### src/rtl/wb_arbiter_2m.sv
// Two-master, one-slave Wishbone arbiter: round-robin grant held for a whole cyc,
// with a per-access stall timeout that terminates hung accesses.
module wb_arbiter_2m #(
  parameter int unsigned TIMEOUT      = 16,
  parameter logic [31:0] TIMEOUT_DATA = 32'hdead_beef
) (
  input  logic        wb_clk_i,
  input  logic        wb_rst_n_i,
  input  logic        m0_cyc_i,
  input  logic        m0_stb_i,
  input  logic        m0_we_i,
  input  logic [3:0]  m0_sel_i,
  input  logic [31:0] m0_adr_i,
  input  logic [31:0] m0_dat_i,
  output logic        m0_ack_o,
  output logic [31:0] m0_dat_o,
  input  logic        m1_cyc_i,
  input  logic        m1_stb_i,
  input  logic        m1_we_i,
  input  logic [3:0]  m1_sel_i,
  input  logic [31:0] m1_adr_i,
  input  logic [31:0] m1_dat_i,
  output logic        m1_ack_o,
  output logic [31:0] m1_dat_o,
  output logic        s_cyc_o,
  output logic        s_stb_o,
  output logic        s_we_o,
  output logic [3:0]  s_sel_o,
  output logic [31:0] s_adr_o,
  output logic [31:0] s_dat_o,
  input  logic        s_ack_i,
  input  logic [31:0] s_dat_i,
  output logic [1:0]  grant_o,
  output logic        timeout_o,
  input  logic        timeout_clr_i
);

  localparam logic [7:0] LP_TIMEOUT = 8'(TIMEOUT);

  typedef enum logic {ST_IDLE = 1'b0, ST_BUSY = 1'b1} state_t;

  state_t     r_state, w_state_nxt;
  logic [1:0] r_grant, w_grant_nxt;
  logic       r_last, w_last_nxt;
  logic [7:0] r_cnt;
  logic       r_timeout;

  logic w_req0, w_req1, w_mcyc, w_mstb, w_to;

  assign w_req0 = m0_cyc_i & m0_stb_i;
  assign w_req1 = m1_cyc_i & m1_stb_i;
  assign w_mcyc = (r_grant[0] & m0_cyc_i) | (r_grant[1] & m1_cyc_i);
  assign w_mstb = (r_grant[0] & m0_stb_i) | (r_grant[1] & m1_stb_i);
  // A slave ack in the expiry cycle wins over the timeout.
  assign w_to   = w_mstb & ~s_ack_i & (r_cnt == LP_TIMEOUT);

  always_ff @(posedge wb_clk_i or negedge wb_rst_n_i) begin
    if (!wb_rst_n_i) begin
      r_state <= ST_IDLE;
      r_grant <= 2'b00;
      r_last  <= 1'b1;
    end else begin
      r_state <= w_state_nxt;
      r_grant <= w_grant_nxt;
      r_last  <= w_last_nxt;
    end
  end

  always_comb begin
    w_state_nxt = r_state;
    w_grant_nxt = r_grant;
    w_last_nxt  = r_last;
    case (r_state)
      ST_IDLE: begin
        if (w_req0 && w_req1) begin
          w_state_nxt = ST_BUSY;
          w_grant_nxt = r_last ? 2'b01 : 2'b10;
        end else if (w_req0) begin
          w_state_nxt = ST_BUSY;
          w_grant_nxt = 2'b01;
        end else if (w_req1) begin
          w_state_nxt = ST_BUSY;
          w_grant_nxt = 2'b10;
        end
      end
      ST_BUSY: begin
        // Releasing always passes through IDLE, so no same-edge re-grant.
        if (!w_mcyc) begin
          w_state_nxt = ST_IDLE;
          w_grant_nxt = 2'b00;
          w_last_nxt  = r_grant[1];
        end
      end
      default: begin
        w_state_nxt = ST_IDLE;
        w_grant_nxt = 2'b00;
      end
    endcase
  end

  always_comb begin
    s_cyc_o  = w_mcyc;
    s_stb_o  = w_mstb & ~w_to;
    s_we_o   = 1'b0;
    s_sel_o  = 4'h0;
    s_adr_o  = 32'h0;
    s_dat_o  = 32'h0;
    m0_ack_o = 1'b0;
    m0_dat_o = 32'h0;
    m1_ack_o = 1'b0;
    m1_dat_o = 32'h0;
    if (r_grant[0]) begin
      s_we_o   = m0_we_i;
      s_sel_o  = m0_sel_i;
      s_adr_o  = m0_adr_i;
      s_dat_o  = m0_dat_i;
      m0_ack_o = s_ack_i | w_to;
      m0_dat_o = w_to ? TIMEOUT_DATA : s_dat_i;
    end else if (r_grant[1]) begin
      s_we_o   = m1_we_i;
      s_sel_o  = m1_sel_i;
      s_adr_o  = m1_adr_i;
      s_dat_o  = m1_dat_i;
      m1_ack_o = s_ack_i | w_to;
      m1_dat_o = w_to ? TIMEOUT_DATA : s_dat_i;
    end
  end

  always_ff @(posedge wb_clk_i or negedge wb_rst_n_i) begin
    if (!wb_rst_n_i) begin
      r_cnt     <= 8'd0;
      r_timeout <= 1'b0;
    end else begin
      if (r_state == ST_IDLE || s_ack_i || !s_stb_o) r_cnt <= 8'd0;
      else                                           r_cnt <= r_cnt + 8'd1;
      if (w_to)               r_timeout <= 1'b1;
      else if (timeout_clr_i) r_timeout <= 1'b0;
    end
  end

  assign grant_o   = r_grant;
  assign timeout_o = r_timeout;

endmodule

### config.mk
export PLATFORM = sky130hd
export DESIGN_NAME = wb_arbiter_2m
export DESIGN_NICKNAME = d
export VERILOG_FILES = /design/src/rtl/wb_arbiter_2m.sv
export SDC_FILE = /design/constraint.sdc
export NUM_CORES = 1
export LEC_CHECK = 0
export BUFFER_PORTS_ARGS = -buffer_cell sky130_fd_sc_hd__buf_2
export CORE_AREA = 2 2 122 124
export DETAILED_ROUTE_END_ITERATION = 10
export DIE_AREA = 0 0 124 126
export SETUP_SLACK_MARGIN = 0.3
export SYNTH_ARGS = -nofsm -noshare
export SYNTH_HDL_FRONTEND = slang
export SYNTH_SLANG_ARGS = --single-unit
### constraint.sdc
create_clock -name wb_clk_i -period 6.4 [get_ports wb_clk_i]
set_clock_uncertainty 0.2 [all_clocks]
set_input_delay 1.28 -clock wb_clk_i [delete_from_list [all_inputs] [get_ports wb_clk_i]]
set_output_delay 1.28 -clock wb_clk_i [all_outputs]
set_load 0.005 [all_outputs]
==> results of run 1 <==
## layout make-up
type / instances / area [sq um] / area share [%]
Inverter: 8 / 30.0 / 0.809
Multi-Input combinational cell: 185 / 1420 / 38.2
Timing Repair Buffer: 320 / 1620 / 43.7
Antenna cell: 1 / 2.50 / 0.0674
Sequential cell: 13 / 330 / 8.89
Clock buffer: 4 / 78.8 / 2.12
Tap cell: 184 / 230 / 6.20
## worst min path at each step
stage / from / endpoint / slack [ns]
2_1_floorplan: r_cnt[0] / r_cnt[0] / 0.25
3_3_place_gp: r_cnt[0] / r_cnt[0] / 0.29
3_5_place_dp: r_cnt[0] / r_cnt[0] / 0.29
4_1_cts: r_cnt[0] / r_cnt[0] / 0.29
5_1_grt: r_cnt[0] / r_cnt[0] / 0.32
6_report: r_cnt[0] / r_cnt[0] / 0.29
## layout by cell type (no fill, tap or decap), drive strengths merged
cell     synthesis  routed
buf              7     320
a22o            70      70
o21a            48      48
and3            16      16
dfrtp           12      12
nor2             9       9
inv              8       8
a21oi            8       8
nand2            5       5
o21ai            5       5
or3              4       4
clkbuf          24       4
a22oi            3       3
nand3            3       3
xor2             2       2
ha               2       2
diode            0       1
nand4bb          1       1
or4              1       1
nor3             1       1
o2111ai          1       1
xnor2            1       1
a21boi           1       1
nand4            1       1
a311o            1       1
mux2             1       1
o32ai            1       1
dfstp            1       1
## power breakdown
part / total [mW] / internal [mW] / switching (mW) / leakage [nW]
clock network: 0.118 / 0.0840 / 0.0342 / 0.0382
registers: 0.151 / 0.0967 / 0.0545 / 0.173
logic: 0.804 / 0.405 / 0.398 / 2.01
total: 1.07 / 0.586 / 0.487 / 2.22
## sequential cells by signal, summed over array words and instances, names as in the netlist
register,cells
r_cnt,8
grant_o,2
r_last,1
r_state,1
timeout_o,1
## logic make-up after synthesis
logic type,Yosys count,share of synthesized area (%)
compound gates,138,57.6
xor+xnor,3,1.38
fa+ha+maj,2,1.32
buf+inv,39,8.88
flops,13,17.2
mux,1,0.592
simple gates,41,13.0
## metal layers
layer	up-vias	GRT usage [%]
li1	1518	-
met1	1401	17.3
met2	140	23.3
met3	18	1.59
met4	0	3.70
met5	-	0
==> impl_metrics.env, run 1 <==
export IMPL_cts_buffers=3
export IMPL_syn_inst=237
export IMPL_wl_per_cell_um=17.3
export IMPL_cp_top_family="simple AND/OR/NAND/NOR gates"
export IMPL_netlist_area_leader_share_pct=32.2
export IMPL_cts_hold_buffers=0
export IMPL_syn_num_nets=417
export IMPL_slew_violations=0
export IMPL_dp_cells=710
export IMPL_cts_resized=0
export IMPL_outcome="complete, no violations"
export IMPL_clock_sinks=13
export IMPL_holdPathStages=1
export IMPL_drive_above_1_share_pct=64.0
export IMPL_post_synth_top_count_cell="a22o_1"
export IMPL_die_w_um=124
export IMPL_ys_top_cells_by_area="a22o_1, o21a_1, dfrtp_1"
export IMPL_rr_endpoint="r_cnt[6]"
export IMPL_path_clk_slew_ns=0.04
export IMPL_grt_max_degree=76
export IMPL_synth_edf_count=0
export IMPL_cp_slowest_cell="or3_1"
export IMPL_avgSynthCellArea_sq_um=8.02
export IMPL_crit_top_cell="buf_2"
export IMPL_route_layer_met1_wl_mm=4.98
export IMPL_endpoint_kind="output pin"
export IMPL_place_area_sq_um=3630
export IMPL_clock_fmax_ghz=0.220
export IMPL_cp_slowest_stage_delay_ns=0.63
export IMPL_rsz0062_at_grt="false"
export IMPL_crit_end="m0_dat_o[17]"
export IMPL_cts_tree="built"
export IMPL_cp_depth=5
export IMPL_vdd_ir_drop_worst_mv=0.136
export IMPL_r2r_slack_ns=3.95
export IMPL_start_util_pct=13.3
export IMPL_pwr_density_cell_nw_per_um2=289
export IMPL_h_tree_depth=1
export IMPL_place_ws_ns=1.84
export IMPL_port_buffers=317
export IMPL_cts_root_buf="clkbuf_16"
export IMPL_nets=711
export IMPL_setup_violations=0
export IMPL_worstMarginPinSlew_ns=0.708
export IMPL_antenna_found_initial=3
export IMPL_grt_pass1_wl_mm=16.0
export IMPL_clockBufferDepth=2
export IMPL_synth_top_flop_cell="dfrtp_1"
export IMPL_power_mw=1.07
export IMPL_core_sq_um=14300
export IMPL_postCtsSetupBuffers=0
export IMPL_drtAntennaViolNets=0
export IMPL_worstRegToRegCells=4
export IMPL_maxCapViolCount=0
export IMPL_worstPathCellList="buf_2 -> or4_4 -> or3_1 -> and3_2 -> buf_2"
export IMPL_num_rows=44
export IMPL_die_h_um=126
export IMPL_met3_length_um=928
export IMPL_critical_path_class="input pin to output pin"
export IMPL_synth_top_area_cell="a22o_1"
export IMPL_whs_ns=0.286
export IMPL_die_area_sq_um=15600
export IMPL_cp_startpoint="s_ack_i"
export IMPL_finalHoldViolCount=0
export IMPL_ys_ff_latch=13
export IMPL_first_iter_violations=172
export IMPL_synth_area_sq_um=1900
export IMPL_grt_use_total_pct=13.4
export IMPL_pin_count=318
export IMPL_route_vias_total=3077
export IMPL_fin_setup_tns_ns=0
export IMPL_fin_area_sq_um=3710
export IMPL_fin_util_pct=25.9
export IMPL_worstPathRequired_ns=4.92
export IMPL_start_kind="input pin"
export IMPL_yosys_warnings=0
export IMPL_highest_layer="met4"
export IMPL_fillerInstances=1592
export IMPL_hold_class="flip-flop to flip-flop"
export IMPL_period_share_pct=71.0
export IMPL_finalWorstSetupSlack_ns=1.86
export IMPL_ys_top_cells_by_count="a22o_1, o21a_1, clkbuf_1"
export IMPL_vias_per_cell=4.30
export IMPL_grt_pass1_vias=2631
export IMPL_first_pass_iters=4
export IMPL_crit_fanout=19
export IMPL_synthArstFlopShare_pct=100
export IMPL_power_leakage_nw=2.22
export IMPL_yosysSeqAreaShare_pct=17.2
export IMPL_period_needed_ns=4.54
export IMPL_grt_ovfl_total=0
export IMPL_clkLatencyLatePin_ns=0.24
export IMPL_instances_no_fill=715
export IMPL_drc=0
export IMPL_finalWirelength_mm=12.4
export IMPL_cp_arrival_ns=3.06
export IMPL_wl_met2_mm=6.13
export IMPL_hpwl_mm=10.1
export IMPL_max_slew_margin_pct=52.7
export IMPL_path_buf_inv=2
export IMPL_yosysUniqueCellTypes=31
export IMPL_place_congestion=0.824
export IMPL_areaGrowthSynthToFinish_pct=95.3
export IMPL_timing_rr_start="grant_o[0]"
No activity file was read; power rests on OpenSTA's default activity.
==> run 2, diff against run 1 <==
CORE_AREA = 2 2 125 127   (was 2 2 122 124)
DIE_AREA = 0 0 127 129   (was 0 0 124 126)
clock period = 4.3 ns   (was 6.4 ns; I/O delays follow)
==> run 2 against run 1 <==
Net effect:
- cell count rose by 0.56%
- register-to-register slack got worse by 2.0 ns
- hold slack got worse by 0.0017 ns
- count of clock-buffer cells in the layout did not move
- die area rose by 4.9%
- critical endpoint is now m0_dat_o[4]
- setup slack got worse by 1.2 ns
- critical path type unchanged
- utilization fell by 1.1 points
- largest cell class unchanged
- non-clock buffer count rose by 1
- cell area rose by 0.27%
- sequential share of layout area barely moved
- sequential power rose by 12%
- clock power rose by 52%
==> impl_metrics.env, run 2 (same netlist as run 1, synthesis figures left out) <==
export IMPL_outcome="complete, no violations"
export IMPL_path_buf_inv=2
export IMPL_top_register="r_cnt"
export IMPL_hold_start="r_cnt[0]"
export IMPL_crit_fanout=19
export IMPL_final_common_cell="buf_2"
export IMPL_drtAntennaViolNets=0
export IMPL_grt_pass1_wl_mm=15.3
export IMPL_period_needed_ns=3.68
export IMPL_nets=712
export IMPL_slew_violations=0
export IMPL_largest_register_ffs=8
export IMPL_vias_per_cell=4.31
export IMPL_vdd_ir_drop_worst_mv=0.260
export IMPL_fillerInstances=1644
export IMPL_instances_no_fill=719
export IMPL_die_area_sq_um=16400
export IMPL_layout_common_cells="buf_2, a22o_1, o21a_1, dfrtp_1, and3_2"
export IMPL_cp_arrival_ns=2.62
export IMPL_rsz0062_at_grt="false"
export IMPL_finalWirelength_mm=11.8
export IMPL_finalHoldViolCount=0
export IMPL_antenna_diode_count=0
export IMPL_timing_rr_start="grant_o[0]"
export IMPL_cp_slowest_stage_delay_ns=0.62
export IMPL_first_iter_violations=189
export IMPL_cts_buffers=3
export IMPL_period_share_pct=85.7
export IMPL_critical_path_class="input pin to output pin"
export IMPL_postCtsSetupBuffers=0
export IMPL_wl_per_cell_um=16.5
export IMPL_place_congestion=0.821
export IMPL_hold_end="r_cnt[0]"
export IMPL_num_rows=45
export IMPL_route_vias_total=3099
export IMPL_worstMarginPinSlew_ns=1.14
export IMPL_grt_use_met1_pct=16.2
export IMPL_cts_root_buf="clkbuf_16"
export IMPL_cts_hold_buffers=0
export IMPL_drive_above_1_share_pct=64.0
export IMPL_endpoint_kind="output pin"
export IMPL_rr_endpoint="r_last"
export IMPL_grtUsageMet2_pct=21.1
export IMPL_first_pass_iters=4
export IMPL_grt_pass1_vias=2517
export IMPL_grt_ovfl_total=0
export IMPL_start_kind="input pin"
export IMPL_cts_resized=0
export IMPL_grt_util_met3_pct=1.37
export IMPL_antenna_found_initial=1
export IMPL_r2r_slack_ns=1.94
export IMPL_cp_top_family="simple AND/OR/NAND/NOR gates"
export IMPL_worstPathCellList="buf_2 -> or4_4 -> or3_1 -> and3_2 -> buf_2"
export IMPL_areaGrowthSynthToFinish_pct=95.8
export IMPL_grt_use_total_pct=12.0
export IMPL_clockBufferDepth=2
export IMPL_worstRegToRegCells=5
export IMPL_grt_max_degree=57
export IMPL_die_w_um=127
export IMPL_crit_top_cell="buf_2"
export IMPL_setup_violations=0
export IMPL_drc=0
export IMPL_core_sq_um=15000
export IMPL_clkLatencyLatePin_ns=0.25
export IMPL_pwr_density_cell_nw_per_um2=434
export IMPL_path_clk_slew_ns=0.04
export IMPL_fin_setup_tns_ns=0
export IMPL_maxCapViolCount=0
export IMPL_worstPathRequired_ns=3.24
export IMPL_dp_cells=715
export IMPL_h_tree_depth=1
export IMPL_cts_tree="built"
export IMPL_die_h_um=129
export IMPL_hold_class="flip-flop to flip-flop"
export IMPL_hpwl_mm=9.63
export IMPL_holdPathStages=1
export IMPL_grt_busiest_layer="met2"
export IMPL_power_leakage_nw=2.22
export IMPL_pin_count=318
export IMPL_start_util_pct=12.7
export IMPL_cp_slowest_cell="or3_1"
export IMPL_port_buffers=317
export IMPL_max_slew_margin_pct=24.1
export IMPL_clock_sinks=13
export IMPL_clock_fmax_ghz=0.271
==> run 2: cell count changes in the layout (fill, tap and decap cells not counted) <==
cell     before  now
diode_2       1    0
buf_4         2    3
==> run 2: where the power goes <==
group / switching (mW) / leakage [nW] / internal (mW) / total (mW)
registers: 0.0244 / 0.173 / 0.145 / 0.169
clock network: 0.0535 / 0.0382 / 0.125 / 0.179
logic: 0.657 / 2.01 / 0.610 / 1.27
total: 0.734 / 2.22 / 0.880 / 1.61
==> run 2: how the worst max path moves through the flow <==
stage	cells past startpoint	startpoint	slack, ns	endpoint
2_1_floorplan	5	s_ack_i	1.10	m1_dat_o[14]
3_3_place_gp	5	s_ack_i	0.65	m0_dat_o[4]
3_5_place_dp	5	s_ack_i	0.63	m0_dat_o[4]
4_1_cts	5	s_ack_i	0.63	m0_dat_o[4]
5_1_grt	5	s_ack_i	0.58	m0_dat_o[4]
6_report	5	s_ack_i	0.62	m0_dat_o[4]
==> run 2: routing by layer <==
layer	wire length [um]	part of all wire, %
met5	13	0.11
met4	105	0.89
met2	6000	51
met3	880	7.4
met1	4840	41
==> run 2: stage by stage <==
| step | instance area, sq um | hold slack (ns) | setup slack [ns] | total power [mW] | utilization (%) |
|---|---|---|---|---|---|
| after global routing | 3720 | 0.300 | 0.584 | 1.73 | 24.9 |
| after CTS | 3720 | 0.289 | 0.631 | 1.63 | 24.9 |
| after detailed placement | 3640 | 0.283 | 0.632 | 1.44 | 24.3 |
| after global placement | 3640 | 0.279 | 0.653 | 1.45 | 24.3 |
| final | 3720 | 0.284 | 0.615 | 1.61 | 24.9 |
| after floorplan | 1900 | 0.255 | 1.10 | 0.802 | - |
==> run 2: layout make-up <==
| type | instances | area (sq um) | area share [%] |
|---|---|---|---|
| Timing Repair Buffer | 321 | 1630 | 43.7 |
| Multi-Input combinational cell | 185 | 1420 | 38.1 |
| Sequential cell | 13 | 330 | 8.87 |
| Tap cell | 188 | 235 | 6.32 |
| Clock buffer | 4 | 78.8 | 2.12 |
| Inverter | 8 | 30.0 | 0.806 |
==> run 3, diff against run 2 <==
ABC_AREA = 1   (was not set)
CORE_AREA = 2 2 123 125   (was 2 2 125 127)
DIE_AREA = 0 0 125 127   (was 0 0 127 129)
==> run 3 against run 2 <==
Net effect:
- power grew 2.5%
- sequential cell count unchanged
- hold slack gained 0.013 ns
- global-route usage down 0.14 points
- synthesized cell count increased by 84%
- via count increased by 23%
- cell count rose by 26%
- die area shrank 3.1%
- sequential power is 11% higher
- routed wire length decreased by 8.9%
- critical path type unchanged
- critical endpoint is now m0_dat_o[6]
==> impl_metrics.env, run 3 <==
export IMPL_ys_top_cells_by_count="nand2_1, nand3_1, a21oi_1"
export IMPL_clockBufferDepth=2
export IMPL_synthArstFlopShare_pct=100
export IMPL_wl_per_cell_um=11.9
export IMPL_fin_setup_tns_ns=0
export IMPL_core_sq_um=14400
export IMPL_synth_top_area_cell="nand2_1"
export IMPL_path_clk_slew_ns=0.04
export IMPL_avgSynthCellArea_sq_um=5.03
export IMPL_clkPwrFrac_pct=10.6
export IMPL_grt_use_met1_pct=14.3
export IMPL_fin_area_sq_um=3970
export IMPL_worstPathRequired_ns=3.24
export IMPL_setup_violations=0
export IMPL_cts_hold_buffers=0
export IMPL_grt_util_met3_pct=1.68
export IMPL_top_register="r_cnt"
export IMPL_first_pass_iters=4
export IMPL_yosysUniqueCellTypes=23
export IMPL_h_tree_depth=1
export IMPL_r2r_slack_ns=2.53
export IMPL_place_area_sq_um=3890
export IMPL_p_int_mw=0.810
export IMPL_syn_inst=435
export IMPL_p_comb_share_pct=78.1
export IMPL_hold_class="input pin to asynchronous set/reset pin"
export IMPL_syn_num_nets=615
export IMPL_postCtsSetupBuffers=0
export IMPL_cts_buffers=3
export IMPL_start_util_pct=15.2
export IMPL_finalWirelength_mm=10.8
export IMPL_grt_use_total_pct=11.9
export IMPL_die_w_um=125
export IMPL_maxCapViolCount=0
export IMPL_grt_ovfl_total=0
export IMPL_areaGrowthSynthToFinish_pct=81.3
export IMPL_die_area_sq_um=15900
export IMPL_sw_frac_of_total_pct=51.1
export IMPL_start_kind="input pin"
export IMPL_drc=0
export IMPL_hpwl_mm=8.69
export IMPL_grt_max_degree=103
export IMPL_ys_top_cells_by_area="nand2_1, nand3_1, dfrtp_1"
export IMPL_synth_area_sq_um=2190
export IMPL_power_leakage_nw=2.64
export IMPL_grt_pass1_wl_mm=15.9
export IMPL_power_net_switching_mw=0.845
export IMPL_synth_edf_count=0
export IMPL_whs_ns=0.297
export IMPL_endpoint_kind="output pin"
export IMPL_critical_path_class="input pin to output pin"
export IMPL_worstMarginPinSlew_ns=0.739
export IMPL_port_buffers=317
export IMPL_largest_register_ffs=8
export IMPL_drive_above_1_share_pct=47.4
export IMPL_grt_busiest_layer="met2"
export IMPL_place_congestion=0.807
export IMPL_power_frac_seq_pct=11.3
export IMPL_route_vias_total=3820
export IMPL_rsz0062_at_grt="false"
export IMPL_clock_sinks=13
export IMPL_ys_ff_latch=13
export IMPL_vdd_ir_drop_worst_mv=0.156
export IMPL_vias_per_cell=4.20
export IMPL_yosysSeqAreaShare_pct=14.9
export IMPL_post_synth_top_count_cell="nand2_1"
export IMPL_cp_arrival_ns=2.39
export IMPL_nets=906
export IMPL_netlist_area_leader_share_pct=30.9
export IMPL_num_rows=44
export IMPL_final_common_cell="buf_2"
export IMPL_yosys_warnings=0
export IMPL_cts_root_buf="clkbuf_16"
export IMPL_finalHoldViolCount=0
export IMPL_max_slew_margin_pct=50.7
export IMPL_period_share_pct=80.1
export IMPL_cts_tree="built"
export IMPL_pwr_density_cell_nw_per_um2=417
export IMPL_drtAntennaViolNets=0
export IMPL_grtUsageMet2_pct=22.7
export IMPL_antenna_diode_count=0
export IMPL_clock_fmax_ghz=0.290
export IMPL_synth_top_flop_cell="dfrtp_1"
export IMPL_cts_resized=0
export IMPL_outcome="complete, no violations"
export IMPL_period_needed_ns=3.45
export IMPL_grt_pass1_vias=3335
export IMPL_slew_violations=0
export IMPL_clkLatencyLatePin_ns=0.24
export IMPL_antenna_found_initial=0
export IMPL_pin_count=318
export IMPL_die_h_um=127
export IMPL_first_iter_violations=177
export IMPL_crit_fanout=36
export IMPL_layout_common_cells="buf_2, nand2_1, nand3_1, a21oi_1, inv_1"
## run 3: logic make-up after synthesis
kind of cell / synth area share (%)
fa+ha+maj: 1.14
flops: 14.9
simple gates: 53.9
xor+xnor: 1.20
compound gates: 14.5
buf+inv: 14.3
## run 3: worst max-delay path: stages
cell	delay (ns)
buf_2	0.10
inv_1	0.09
nand2_1	0.07
nor2_2	0.12
nand3_2	0.40
buf_4	0.42
a21oi_1	0.17
buf_2	0.13
## run 3: power groups by stage
| stage | clock, mW | sequential, mW | combinational [mW] |
|---|---|---|---|
| after floorplan | 0 | 0.156 | 0.715 |
| after global placement | 0 | 0.190 | 1.32 |
| after detailed placement | 0 | 0.190 | 1.31 |
| after CTS | 0.180 | 0.189 | 1.31 |
| after global routing | 0.187 | 0.193 | 1.45 |
| final | 0.176 | 0.187 | 1.29 |
## run 3: worst paths after layout
| kind | from | end | depth (start not counted) |
|---|---|---|---|
| min in group wb_clk_i | r_cnt[0] | r_cnt[0] | 1 |
| setup reg to reg | r_cnt[0] | timeout_o | 6 |
| max in group asynchronous | wb_rst_n_i | r_last | 1 |
| hold / removal | wb_rst_n_i | r_state | 1 |
| hold reg to reg | r_cnt[0] | r_cnt[0] | 1 |
| setup / recovery | s_ack_i | m0_dat_o[6] | 8 |
## run 3: metal layers
metal	wire, um	part of all wire, %	vias up
met5	0	0	-
met4	120	1.1	0
met3	915	8.5	10
met2	5470	51	217
met1	4280	40	1637
li1	-	-	1956
## run 3: area by class of cell
type / instances / area, sq um
repair buffers: 322 / 1640
clock buffers: 4 / 78.8
fillers: 1641 / 10500
flip-flops and latches: 13 / 329
inverters: 38 / 144
multi-input cells: 348 / 1550
well taps: 184 / 230
## run 3: metrics by stage
step / util [%] / cells / total power, mW / setup slack [ns]
2_1_floorplan: - / 435 / 0.870 / 1.63
3_3_place_gp: 27.0 / 905 / 1.51 / 0.932
3_5_place_dp: 27.0 / 905 / 1.50 / 0.860
4_1_cts: 27.5 / 909 / 1.68 / 0.861
5_1_grt: 27.5 / 909 / 1.83 / 0.672
6_report: 27.5 / 909 / 1.65 / 0.855
